===== src/rtl/cordic_iter_ctrl.sv =====
// cordic_iter_ctrl: sequencing FSM for the floating-point CORDIC datapath.
// Drives the per-iteration shift amount, latches the rotation direction,
// launches the shared FP add/sub stage and strobes the x/y/z register writes.
// No arithmetic lives here: only control, the iteration count and handshakes.
//
// Build option: define CORDIC_GAIN_COMP_EN to add the SCALE/SWAIT gain
// compensation phase (mul_start/mul_done). When it is undefined, mul_start is
// tied low and mul_done is ignored; the port list is the same in both builds.
module cordic_iter_ctrl #(
    parameter int I = 8
) (
    input  logic                 clk,
    input  logic                 rst_n,
    input  logic                 start,
    input  logic                 z_sign,
    input  logic                 add_done,
    input  logic                 mul_done,
    output logic                 busy,
    output logic                 load,
    output logic                 add_start,
    output logic [$clog2(I)-1:0] shift_amt,
    output logic                 dir,
    output logic                 upd,
    output logic                 mul_start,
    output logic                 done
);

    localparam int CW = $clog2(I);
    localparam logic [CW-1:0] ITER_LAST = CW'(I - 1);

    localparam logic [2:0] S_IDLE   = 3'd0;
    localparam logic [2:0] S_LOAD   = 3'd1;
    localparam logic [2:0] S_ISSUE  = 3'd2;
    localparam logic [2:0] S_WAIT   = 3'd3;
    localparam logic [2:0] S_UPDATE = 3'd4;
`ifdef CORDIC_GAIN_COMP_EN
    localparam logic [2:0] S_SCALE  = 3'd5;
    localparam logic [2:0] S_SWAIT  = 3'd6;
`endif
    localparam logic [2:0] S_DONE   = 3'd7;

    // A single-stage count wraps nothing below two iterations; refuse to build.
    if (I < 2) begin : g_bad_iter_count
        $error("cordic_iter_ctrl: I must be at least 2");
    end

    logic [2:0]    state;
    logic [2:0]    state_nxt;
    logic [CW-1:0] iter;
    logic [CW-1:0] iter_nxt;
    logic          last_iter;

    assign last_iter = (iter == ITER_LAST);

    // Next-state decode; every wait state holds until its handshake arrives.
    always_comb begin
        state_nxt = state;
        case (state)
            S_IDLE: begin
                if (start) begin
                    state_nxt = S_LOAD;
                end
            end
            S_LOAD: begin
                state_nxt = S_ISSUE;
            end
            S_ISSUE: begin
                state_nxt = S_WAIT;
            end
            S_WAIT: begin
                if (add_done) begin
                    state_nxt = S_UPDATE;
                end
            end
            S_UPDATE: begin
                if (last_iter) begin
`ifdef CORDIC_GAIN_COMP_EN
                    state_nxt = S_SCALE;
`else
                    state_nxt = S_DONE;
`endif
                end else begin
                    state_nxt = S_ISSUE;
                end
            end
`ifdef CORDIC_GAIN_COMP_EN
            S_SCALE: begin
                state_nxt = S_SWAIT;
            end
            S_SWAIT: begin
                if (mul_done) begin
                    state_nxt = S_DONE;
                end
            end
`endif
            S_DONE: begin
                state_nxt = S_IDLE;
            end
            default: begin
                state_nxt = S_IDLE;
            end
        endcase
    end

    // Iteration index: cleared on LOAD and on return to IDLE, bumped only when
    // leaving a non-final UPDATE so it can never wrap past I-1.
    always_comb begin
        iter_nxt = iter;
        if ((state_nxt == S_LOAD) || (state_nxt == S_IDLE)) begin
            iter_nxt = '0;
        end else if ((state == S_UPDATE) && !last_iter) begin
            iter_nxt = iter + CW'(1);
        end
    end

    // State and iteration registers.
    always_ff @(posedge clk) begin
        if (!rst_n) begin
            state <= S_IDLE;
            iter  <= '0;
        end else begin
            state <= state_nxt;
            iter  <= iter_nxt;
        end
    end

    // Registered strobes decoded from the upcoming state so each pulse lines
    // up exactly with the cycle the FSM spends in the matching state.
    always_ff @(posedge clk) begin
        if (!rst_n) begin
            busy      <= 1'b0;
            load      <= 1'b0;
            add_start <= 1'b0;
            upd       <= 1'b0;
            done      <= 1'b0;
        end else begin
            busy      <= (state_nxt != S_IDLE);
            load      <= (state_nxt == S_LOAD);
            add_start <= (state_nxt == S_ISSUE);
            upd       <= (state_nxt == S_UPDATE);
            done      <= (state_nxt == S_DONE);
        end
    end

    // Direction is captured from the residual-angle sign while in ISSUE, then
    // held untouched through WAIT and UPDATE of that iteration.
    always_ff @(posedge clk) begin
        if (!rst_n) begin
            dir <= 1'b0;
        end else if (state == S_ISSUE) begin
            dir <= ~z_sign;
        end
    end

    // The shifter amount is the iteration register itself.
    assign shift_amt = iter;

`ifdef CORDIC_GAIN_COMP_EN
    // Gain-compensation launch pulse for the one cycle spent in SCALE.
    always_ff @(posedge clk) begin
        if (!rst_n) begin
            mul_start <= 1'b0;
        end else begin
            mul_start <= (state_nxt == S_SCALE);
        end
    end
`else
    logic unused_mul_done;

    assign mul_start       = 1'b0;
    assign unused_mul_done = mul_done;
`endif

endmodule


===== config.mk =====
export PLATFORM = sky130hd
export DESIGN_NAME = cordic_iter_ctrl
export DESIGN_NICKNAME = d
export VERILOG_FILES = /design/src/rtl/cordic_iter_ctrl.sv
export SDC_FILE = /design/constraint.sdc
export NUM_CORES = 1
export LEC_CHECK = 0
export CORE_AREA = 3 3 40 42
export DETAILED_ROUTE_END_ITERATION = 10
export DIE_AREA = 0 0 43 45
export GPL_ROUTABILITY_DRIVEN = 0
export PLACE_DENSITY = 0.68
export SLEW_MARGIN = 20
export SYNTH_ARGS = -nofsm -noshare
export SYNTH_HDL_FRONTEND = slang
export SYNTH_SLANG_ARGS = --single-unit

===== constraint.sdc =====
create_clock -name clk -period 2.1 [get_ports clk]
set_input_delay 0.42 -clock clk [delete_from_list [all_inputs] [get_ports clk]]
set_output_delay 0.42 -clock clk [all_outputs]
set_load 0.01 [all_outputs]

# ---- Word-level counts from Yosys, hierarchy flattened
# Cells that the tools add are included.
dict set report word_totals {
  register_bits 12
  in_bits 6
  output_inout_bits 10
  elab_cells 31
}
dict set report classes {
  addsub 1
  n_eq_ne 9
  mux 4
  n_bitwise 2
  reduce_logical 7
}
# cell count
set op_table {}
lappend op_table {{3-bit one-hot mux with 5 select lines} 1}
lappend op_table {{3-bit == test (second input constant)} 4}
lappend op_table {{3-bit by 2-bit == test with 1-bit output (second input constant)} 3}
lappend op_table {{3-bit two-way mux} 3}
lappend op_table {{3-bit by 1-bit == test with 1-bit output (second input constant)} 2}
lappend op_table {{3-bit zero test} 2}
lappend op_table {{3-bit by 1-bit adder with 3-bit output (second input constant)} 1}
lappend op_table {{3-bit nonzero test} 1}
lappend op_table {{1-bit NOT} 2}
lappend op_table {{2-bit OR reduction} 1}
lappend op_table {{1-bit logical AND} 1}
lappend op_table {{1-bit zero test} 1}
lappend op_table {{1-bit logical OR} 1}

# ---- Logic depth before layout (Yosys ltp)
# Gate-level depths: netlist of run 1.
dict set report logic_depth {
  ltp_word 6
  mapped_depth 5
  mapped_depth_nobuf 5
}

# ---- Least setup slack after synthesis of run 1
# OpenSTA, ideal clock, no wires.
dict set report synth_timing {
  path_type {register to register}
  from {register iter[0] (netlist: shift_amt[0])}
  to {register state[0]}
  setup_ps 122
  arrival_time_ps 1273
  t_required_ps 1978
  path_slack_ps 705
  path_stages_with_launch 5
  path_buffers 0
  period_less_slack_ps 1395
  path_cell_list {dfxtp_1 ha_1 ha_1 and4bb_2 o31a_2}
}
dict set report synth_via {
  elab_chain_len 3
}
# element line
set synth_rtl {}
lappend synth_rtl {{start, declared} 49} ;# logic [CW-1:0] iter;
lappend synth_rtl {{start signal, assigned} 123} ;# iter <= iter_nxt;
lappend synth_rtl {{3-bit == test} 53} ;# assign last_iter = (iter == ITER_LAST);
lappend synth_rtl {{3-bit two-way mux} 76} ;# if (last_iter) begin
lappend synth_rtl {{3-bit one-hot mux with 5 select lines} 58} ;# case (state)
lappend synth_rtl {{end signal, assigned} 122} ;# state <= state_nxt;
lappend synth_rtl {{end, declared} 47} ;# logic [2:0] state;
# Every way passes these cells.
# A chain may end at the register's enable or synchronous reset.

# ---- Worst setup path after layout of run 1
dict set report layout_timing {
  from {register iter[0] (netlist: shift_amt[0])}
  to {output shift_amt[0]}
}
# element line
set layout_lines {}
lappend layout_lines {{end, declared} 21} ;# output logic [$clog2(I)-1:0] shift_amt,
# No word-level cell between the ends.

==> results of run 1 <==
path summary, 6_finish.rpt:
| kind | from | endpoint |
|---|---|---|
| worst max register to register | shift_amt[0] | shift_amt[1] |
| worst min-delay path | shift_amt[2] | shift_amt[2] |
| worst max-delay path | shift_amt[0] | shift_amt[0] |
| worst min register to register | shift_amt[2] | shift_amt[2] |
cell families (layout without fill, tap and decap cells):
group                      count (synthesis)  count (layout)
DFF                                       12              12
and+or+nand+nor                           22              22
other                                      1               1
adders and majority gates                  2               2
buffers and inverters                      6              19
AOI/OAI and AO/OA                         12              12
report_power, final:
group	internal (W)	switching, W
sequential	0.000240	0.0000116
combinational	0.0000391	0.0000300
clock	0.0000664	0.0000710
total	0.000345	0.000113
state kept, by name (all words and copies together) (netlist names):
name	flops
add_start	1
busy	1
dir	1
done	1
load	1
shift_amt	3
state	3
upd	1
cell usage after synthesis:
library cell	n
and2_2	1
nand2_1	7
nor4_1	1
o211a_1	1
inv_1	2
and2_1	1
nor2_1	3
a211oi_1	1
o21ai_0	1
and4bb_2	1
nand2b_1	2
nand3b_1	1
o21a_1	1
o31ai_1	1
ha_1	2
o31a_2	1
o22ai_1	3
dfxtp_1	12
nor3_1	2
nor3b_1	1
nand3_1	1
buf_6	2
o21ba_2	1
and3_1	1
clkbuf_8	1
buf_4	1
conb_1	1
a21oi_1	2
cell usage in the layout (no fill, tap or decap), types with 2 or more instances in the layout:
cell type,synthesis,final
clkdlybuf4s50_1,0,13
dfxtp_1,12,12
nand2_1,7,7
nor2_1,3,3
o22ai_1,3,3
clkbuf_4,0,3
inv_1,2,2
nor3_1,2,2
nand2b_1,2,2
a21oi_1,2,2
ha_1,2,2
layer usage:
metal | vias up | global-route usage
li1 | 217 | -
met1 | 187 | 0.137
met2 | 12 | 0.168
met3 | 4 | 0.0279
met4 | 0 | 0.0904
met5 | - | 0
area by class of cell:
cell class | count | area [µm²]
Fill cell | 122 | 624
Inverter | 2 | 7.51
Multi-Input combinational cell | 37 | 234
Tap cell | 15 | 18.8
Sequential cell | 12 | 240
Timing Repair Buffer | 14 | 138
Clock buffer | 3 | 22.5
metrics by stage:
stage | instance area (µm²) | total power [W]
after global routing | 661 | 0.000483
after detailed placement | 638 | 0.000325
after global placement | 638 | 0.000324
final | 661 | 0.000458
after floorplan | 526 | 0.000302
after CTS | 661 | 0.000461
==> impl_metrics.csv, run 1 <==
group,metric,value,unit
cts,htree_num_levels,1,
cts,clockRootBuffer,"clkbuf_4",
timing,finalClockSkew,0.803,ps
timing,setup-violations-final,0,
critical_path,path_class,"reg2out",
critical_path,start_kind,"register",
yosys,synth_top_family_by_area,"simple AND/OR/NAND/NOR gates",
cts,clk_path_buf_depth,2,
pwr,power_leakage,0.270,nW
yosys,yosysTopAreaCellShare,0.457,
grt,overflow,0,
timing,fin_worst_hold_slack,493,ps
critical_path,required,1680,ps
cts,tritoncts,"built",
cts,hold_buffers,0,
floorplanning,row_count,13,
cts,clk_pin_slew_worst_paths,70,ps
yosys,synth-compound-area-share,0.164,
drt,wl,950,µm
yosys,ys_ff_latch,12,
timing,finalCritPeriodShare,0.766,
timing,max_freq,0.622,GHz
critical_path,endpoint_kind,"primary output",
yosys,syn_area_per_cell,9.55,µm²
drt,ant_nets,0,
pwr,vdd_drop_max,0.000426,V
drt,drt-met1-wl,438,µm
timing,rsz0062_at_grt,"false",
floorplanning,initial_core_util,0.409,
place,place_inst,80,
grt,grt_max_degree,13,
pwr,power_density,693,mW/mm²
finish,area_growth_syn_to_layout,25.7,%
cts,post_cts_resized,0,
floorplanning,die_area,0.00194,mm²
timing,drv_slew,0,
run,drv_cap,0,
critical_path,crit_family,"buffers and inverters",
yosys,syn-num-nets,63,
finish,n_antenna_cell,0,
yosys,synth_cells,55,
hold_path,hold_path.class,"reg2reg",
critical_path,cp.buffers_inverters,1,
critical_path,cp_slowest_stage_delay,550,ps
yosys,synthTopCellsByArea,"dfxtp_1 46%, nand2_1 5.0%, ha_1 4.8%",
drt,dr_wl_met2,425,µm
yosys,synth.area.mux_share,0,
cts,post-cts-setup-buffers,0,
critical_path,reg2reg_setup_slack,660,ps
critical_path,reg2reg_depth,5,
cts,cts_buffers,3,
timing,final_hold_viol_count,0,
floorplanning,io_pins,16,
floorplanning,fp.dieH,45,µm
critical_path,crit_fanout,4,
place,io_buffers,13,
yosys,yosysUniqueCellTypes,28,
yosys,synth_largest_area_cell,"dfxtp_1",
yosys,netlist_area,526,µm²
drt,dr_wl_met3,61,µm
finish,final_core_util,0.514,
timing,finalSetupTns,0,ps
finish,instances_no_fill,83,
drt,route.vias.total,420,
cts,clkSinkCount,12,
yosys,ys_seq_area_frac,0.457,
critical_path,crit_chain,"clkdlybuf4s50_1",
grt,grt_usage,0.112,
timing,fin_ws,492,ps
place,place_hpwl,669,µm
yosys,synth_fa_ha_area_frac,0.0476,
critical_path,crit_path_top_delay_cell,"clkdlybuf4s50_1",
timing,fin_crit,1610,ps
drt,vias_per_cell,5.06,
yosys,synthXorXnorAreaFrac,0,
cts,worstSkewPairLatency,270,ps
drt,drc,0,
grt,grt_pass1_wl,1580,µm
yosys,synth-simple-area-share,0.226,
drt,first_iter_violations,8,
floorplanning,die_w,43,µm
critical_path,cp.arrival,1190,ps
critical_path,cp.depth,1,
hold_path,hold_depth,2,
place,dpl_worst_slack,648,ps
yosys,ys_warn_count,0,
drt,top_layer,"met4",
drt,avgRoutedWirePerCell,11.4,µm
grt,antenna_found_initial,0,
floorplanning,core,0.00128,mm²
drt,first_pass_iters,4,
finish,final_nets,78,
grt,grt_pass1_vias,383,
outcome,outcome,"complete, no violations",
finish,drive_gt1_frac,0.118,
(Power assumes the default switching activity.)
==> inputs of run 2 (changes only) <==
- CORE_AREA: 3 3 40 42 -> default
- CORE_MARGIN: default -> 3
- CORE_UTILIZATION: default -> 39
- DIE_AREA: 0 0 43 45 -> default
- PLACE_DENSITY: 0.68 -> 0.7
- clock period: 2.1 -> 1.4 ns (I/O delays scaled with it)
==> run 2 against run 1 <==
  * Routed wire length down 1.2%
  * Die area down 5.8%
  * Critical path depth up 4
  * Via count up 4.3%
  * Worst setup slack worse by 450 ps
  * Non-clock buffer count up 6
  * Clock skew up 2.4 ps
  * Final cell count up 7.2%
  * Combinational power up 78%
==> impl_metrics.csv, run 2 (same netlist as run 1, synthesis figures left out) <==
group,metric,value,unit
outcome,outcome,"complete, no violations",
finish,n_antenna_cell,0,
cts,clk_path_buf_depth,2,
critical_path,start_kind,"register",
floorplanning,fp.dieH,42.7,µm
timing,finalCritPeriodShare,0.967,
finish,stdcell_area,728,µm²
cts,clockRootBuffer,"clkbuf_4",
drt,first_pass_iters,2,
place,place_hpwl,691,µm
timing,fin_crit,1350,ps
floorplanning,initial_core_util,0.443,
grt,grt_pass1_vias,403,
drt,wl,939,µm
drt,vias_per_cell,4.92,
drt,ant_nets,0,
drt,first_iter_violations,5,
cts,tritoncts,"built",
cts,cts_buffers,3,
grt,antenna_found_initial,0,
floorplanning,io_pins,16,
drt,route.vias.total,438,
critical_path,required,1570,ps
pwr,power_density,1040,mW/mm²
timing,finalSetupTns,0,ps
place,io_buffers,13,
timing,final_hold_viol_count,0,
cts,clkSinkCount,12,
floorplanning,die_area,0.00182,mm²
critical_path,crit_fanout,4,
cts,hold_buffers,0,
finish,fill_cells,119,
pwr,vdd_drop_max,0.000836,V
drt,avgRoutedWirePerCell,10.6,µm
grt,grt_pass1_wl,1610,µm
floorplanning,row_count,12,
grt,grt_usage,0.117,
critical_path,path_class,"reg2reg",
critical_path,cp.arrival,1520,ps
place,dpl_worst_slack,-2.78,ps
finish,final_cell_mix,"11 x dfxtp_1, 7 x nand2_1, 7 x buf_4, 6 x dlygate4sd2_1, 4 x clkdlybuf4s50_1",
hold_path,hold_path.class,"reg2reg",
cts,worstSkewPairLatency,270,ps
timing,drv_slew,0,
critical_path,endpoint_kind,"register",
timing,max_freq,0.739,GHz
finish,area_growth_syn_to_layout,38.6,%
grt,grt_max_degree,12,
timing,rsz0062_at_grt,"false",
finish,final_nets,84,
finish,instances_no_fill,89,
pwr,power_leakage,0.388,nW
place,place_inst,84,
floorplanning,core,0.00119,mm²
timing,fin_ws,46.5,ps
finish,layout_commonest_cell,"dfxtp_1",
cts,htree_num_levels,1,
grt,overflow,0,
cts,clk_pin_slew_worst_paths,70,ps
finish,drive_gt1_frac,0.227,
timing,finalClockSkew,3.20,ps
place,placed_area,674,µm²
floorplanning,die_w,42.7,µm
drt,drc,0,
finish,final_core_util,0.614,
run,drv_cap,0,
timing,setup-violations-final,0,
-- run 2: metrics by stage --
step,power [W],hold slack (ps)
2_1_floorplan,0.000453,426
6_report,0.000758,491
3_5_place_dp,0.000499,482
3_3_place_gp,0.000496,485
4_1_cts,0.000768,493
5_1_grt,0.000801,525
-- run 2: timing repair --
| action | 4_1_cts | 5_1_grt |
|---|---|---|
| setup endpoints to repair | 10 | 7 |
| setup buffers | 1 | 0 |
| resized for setup | 8 | 4 |
| pin swaps | 0 | 1 |
-- run 2: cell type report --
cell class | instances | area (µm²) | area share
Multi-Input combinational cell | 37 | 243 | 0.333
Timing Repair Buffer | 20 | 183 | 0.251
Clock buffer | 4 | 36.3 | 0.0498
Tap cell | 14 | 17.5 | 0.0241
Sequential cell | 12 | 241 | 0.332
Inverter | 2 | 7.51 | 0.0103
-- run 2: critical path: stages, from the launching register on --
cell	delay [ps]
dfxtp_2	330
ha_1	190
ha_2	170
and4bb_2	250
buf_4	140
and2_2	170
-- run 2: routing by layer --
metal,global-route usage,wire length [µm],part of all wire
met5,0,0,0
met4,0.0373,10,0.011
met3,0.0508,75,0.080
met2,0.186,429,0.46
met1,0.139,423,0.45
-- run 2: final timing paths --
kind / from / endpoint / slack, ps / depth (start not counted)
worst max-delay path: shift_amt[0] / done / 50 / 5
worst min register to register: shift_amt[2] / shift_amt[2] / 490 / 2
worst min-delay path: shift_amt[2] / shift_amt[2] / 490 / 2
worst max register to register: shift_amt[0] / done / 50 / 5
-- run 2: where the power goes --
group / total [W] / switching (W) / internal, W
combinational: 0.000123 / 0.0000573 / 0.0000653
sequential: 0.000366 / 0.00000687 / 0.000359
clock: 0.000270 / 0.000112 / 0.000158
total: 0.000758 / 0.000176 / 0.000583
==> inputs of run 3 (changes only) <==
- CAP_MARGIN: default -> 20
- SETUP_SLACK_MARGIN: default -> 0.15
==> run 3 against run 2 <==
  * Register-to-register slack better by 30 ps
  * Critical path depth unchanged
  * Final cell count down 2.2%
  * Critical path type unchanged
  * Largest power group unchanged
==> impl_metrics.csv, run 3 (same netlist as run 1, synthesis figures left out) <==
group,metric,value,unit
pwr,power_density,1050,mW/mm²
critical_path,crit_top_cell,"ha_4",
drt,first_pass_iters,4,
timing,fin_ws,77.7,ps
critical_path,path_class,"reg2reg",
cts,cts_buffers,3,
drt,first_iter_violations,11,
floorplanning,die_w,42.7,µm
grt,grt_pass1_wl,1890,µm
timing,setup-violations-final,0,
timing,finalCritPeriodShare,0.944,
pwr,vdd_drop_max,0.000611,V
timing,finalClockSkew,2.52,ps
grt,overflow,0,
place,dpl_worst_slack,64.0,ps
pwr,p_seq_frac,0.485,
cts,worstSkewPairLatency,270,ps
critical_path,crit_fanout,5,
run,drv_cap,0,
finish,final_cell_mix,"9 x dfxtp_1, 9 x dlygate4sd2_1, 7 x nand2_1, 5 x buf_4, 4 x clkdlybuf4s50_1",
cts,clkSinkCount,12,
critical_path,crit_family,"flip-flops",
floorplanning,row_count,12,
place,placed_area,678,µm²
critical_path,rr_startpoint,"shift_amt[0]",
drt,wl,1090,µm
critical_path,cp_slowest_stage_delay,340,ps
pwr,p_int,0.000577,W
floorplanning,io_pins,16,
grt,grt_max_degree,12,
critical_path,start_kind,"register",
critical_path,endpoint_kind,"register",
pwr,switching_share,0.248,
pwr,combPwrFrac,0.148,
hold_path,hp-start,"dir",
drt,vias_per_cell,5.07,
finish,final_nets,82,
finish,area_growth_syn_to_layout,39.5,%
grt,grt_pass1_vias,425,
grt,antenna_found_initial,0,
timing,max_freq,0.756,GHz
floorplanning,initial_core_util,0.443,
drt,ant_nets,0,
pwr,total_power,0.000767,W
cts,clockRootBuffer,"clkbuf_4",
timing,final_hold_viol_count,0,
pwr,clockPowerShare,0.367,
place,io_buffers,13,
drt,avgRoutedWirePerCell,12.5,µm
cts,hold_buffers,0,
timing,finalSetupTns,0,ps
pwr,switching_power,0.000190,W
drt,drc,0,
floorplanning,fp.dieH,42.7,µm
critical_path,cp-startpoint,"shift_amt[0]",
timing,rsz0062_at_grt,"true",
finish,drive_gt1_frac,0.260,
pwr,power_leakage,0.338,nW
cts,clk_path_buf_depth,2,
finish,n_antenna_cell,0,
outcome,outcome,"complete, no violations",
drt,route.vias.total,441,
floorplanning,core,0.00119,mm²
critical_path,crit_path_top_delay_cell,"dfxtp_2",
hold_path,hold_path.class,"reg2reg",
critical_path,required,1560,ps
timing,drv_slew,0,
finish,stdcell_area,733,µm²
critical_path,cp.buffers_inverters,0,
timing,fin_worst_hold_slack,500,ps
timing,fin_crit,1320,ps
floorplanning,die_area,0.00182,mm²
grt,grt_usage,0.142,
cts,tritoncts,"built",
cts,htree_num_levels,1,
cts,clk_pin_slew_worst_paths,80,ps
critical_path,crit_chain,"ha_4 > ha_4 > and4bb_2 > o21ba_4 > o22ai_1",
critical_path,cp.arrival,1490,ps
-- run 3: routing by layer --
layer | routed length (µm) | share of wire | global-route usage | vias to the layer above
li1 | - | - | - | 225
met1 | 475 | 0.44 | 0.162 | 201
met2 | 522 | 0.48 | 0.237 | 13
met3 | 82 | 0.075 | 0.0636 | 2
met4 | 7 | 0.0064 | 0.0373 | 0
met5 | 0 | 0 | 0 | -
-- run 3: worst reg2reg max path, stage by stage, from the launching register on --
cell and delay, ps:
dfxtp_2 340, ha_4 160, ha_4 150, and4bb_2 250
o21ba_4 240, o22ai_1 60
-- run 3: worst paths after layout --
check | end | slack, ps | depth (start not counted)
worst max-delay path | shift_amt[0] | 80 | 5
worst min-delay path | dir | 500 | 1
worst max register to register | shift_amt[0] | 80 | 5
worst min register to register | dir | 500 | 1
-- run 3: layout make-up --
cell class	instances	area, µm²
fillers	108	453
multi-input cells	37	272
flip-flops and latches	12	244
repair buffers	18	156
clock buffers	4	36.3
well taps	14	17.5
inverters	2	7.51
-- run 3: power groups by stage --
| stage | logic [W] | registers, W | clock network, W |
|---|---|---|---|
| 2_1_floorplan | 0.0000743 | 0.000383 | 0 |
| 3_3_place_gp | 0.000116 | 0.000380 | 0 |
| 3_5_place_dp | 0.000117 | 0.000381 | 0 |
| 4_1_cts | 0.000111 | 0.000372 | 0.000293 |
| 5_1_grt | 0.000127 | 0.000374 | 0.000306 |
| 6_report | 0.000114 | 0.000372 | 0.000282 |
-- run 3: repair_timing --
item / in CTS / in global routing
pin swaps: 1 / 0
resized for setup: 10 / 1
buffers inserted: 2 / 1
setup endpoints to repair: 14 / 6
-- run 3: metrics by stage --
step / cells / util
6_report: 87 / 0.618
5_1_grt: 87 / 0.618
2_1_floorplan: 55 / -
3_5_place_dp: 80 / 0.572
4_1_cts: 86 / 0.607
3_3_place_gp: 80 / 0.572
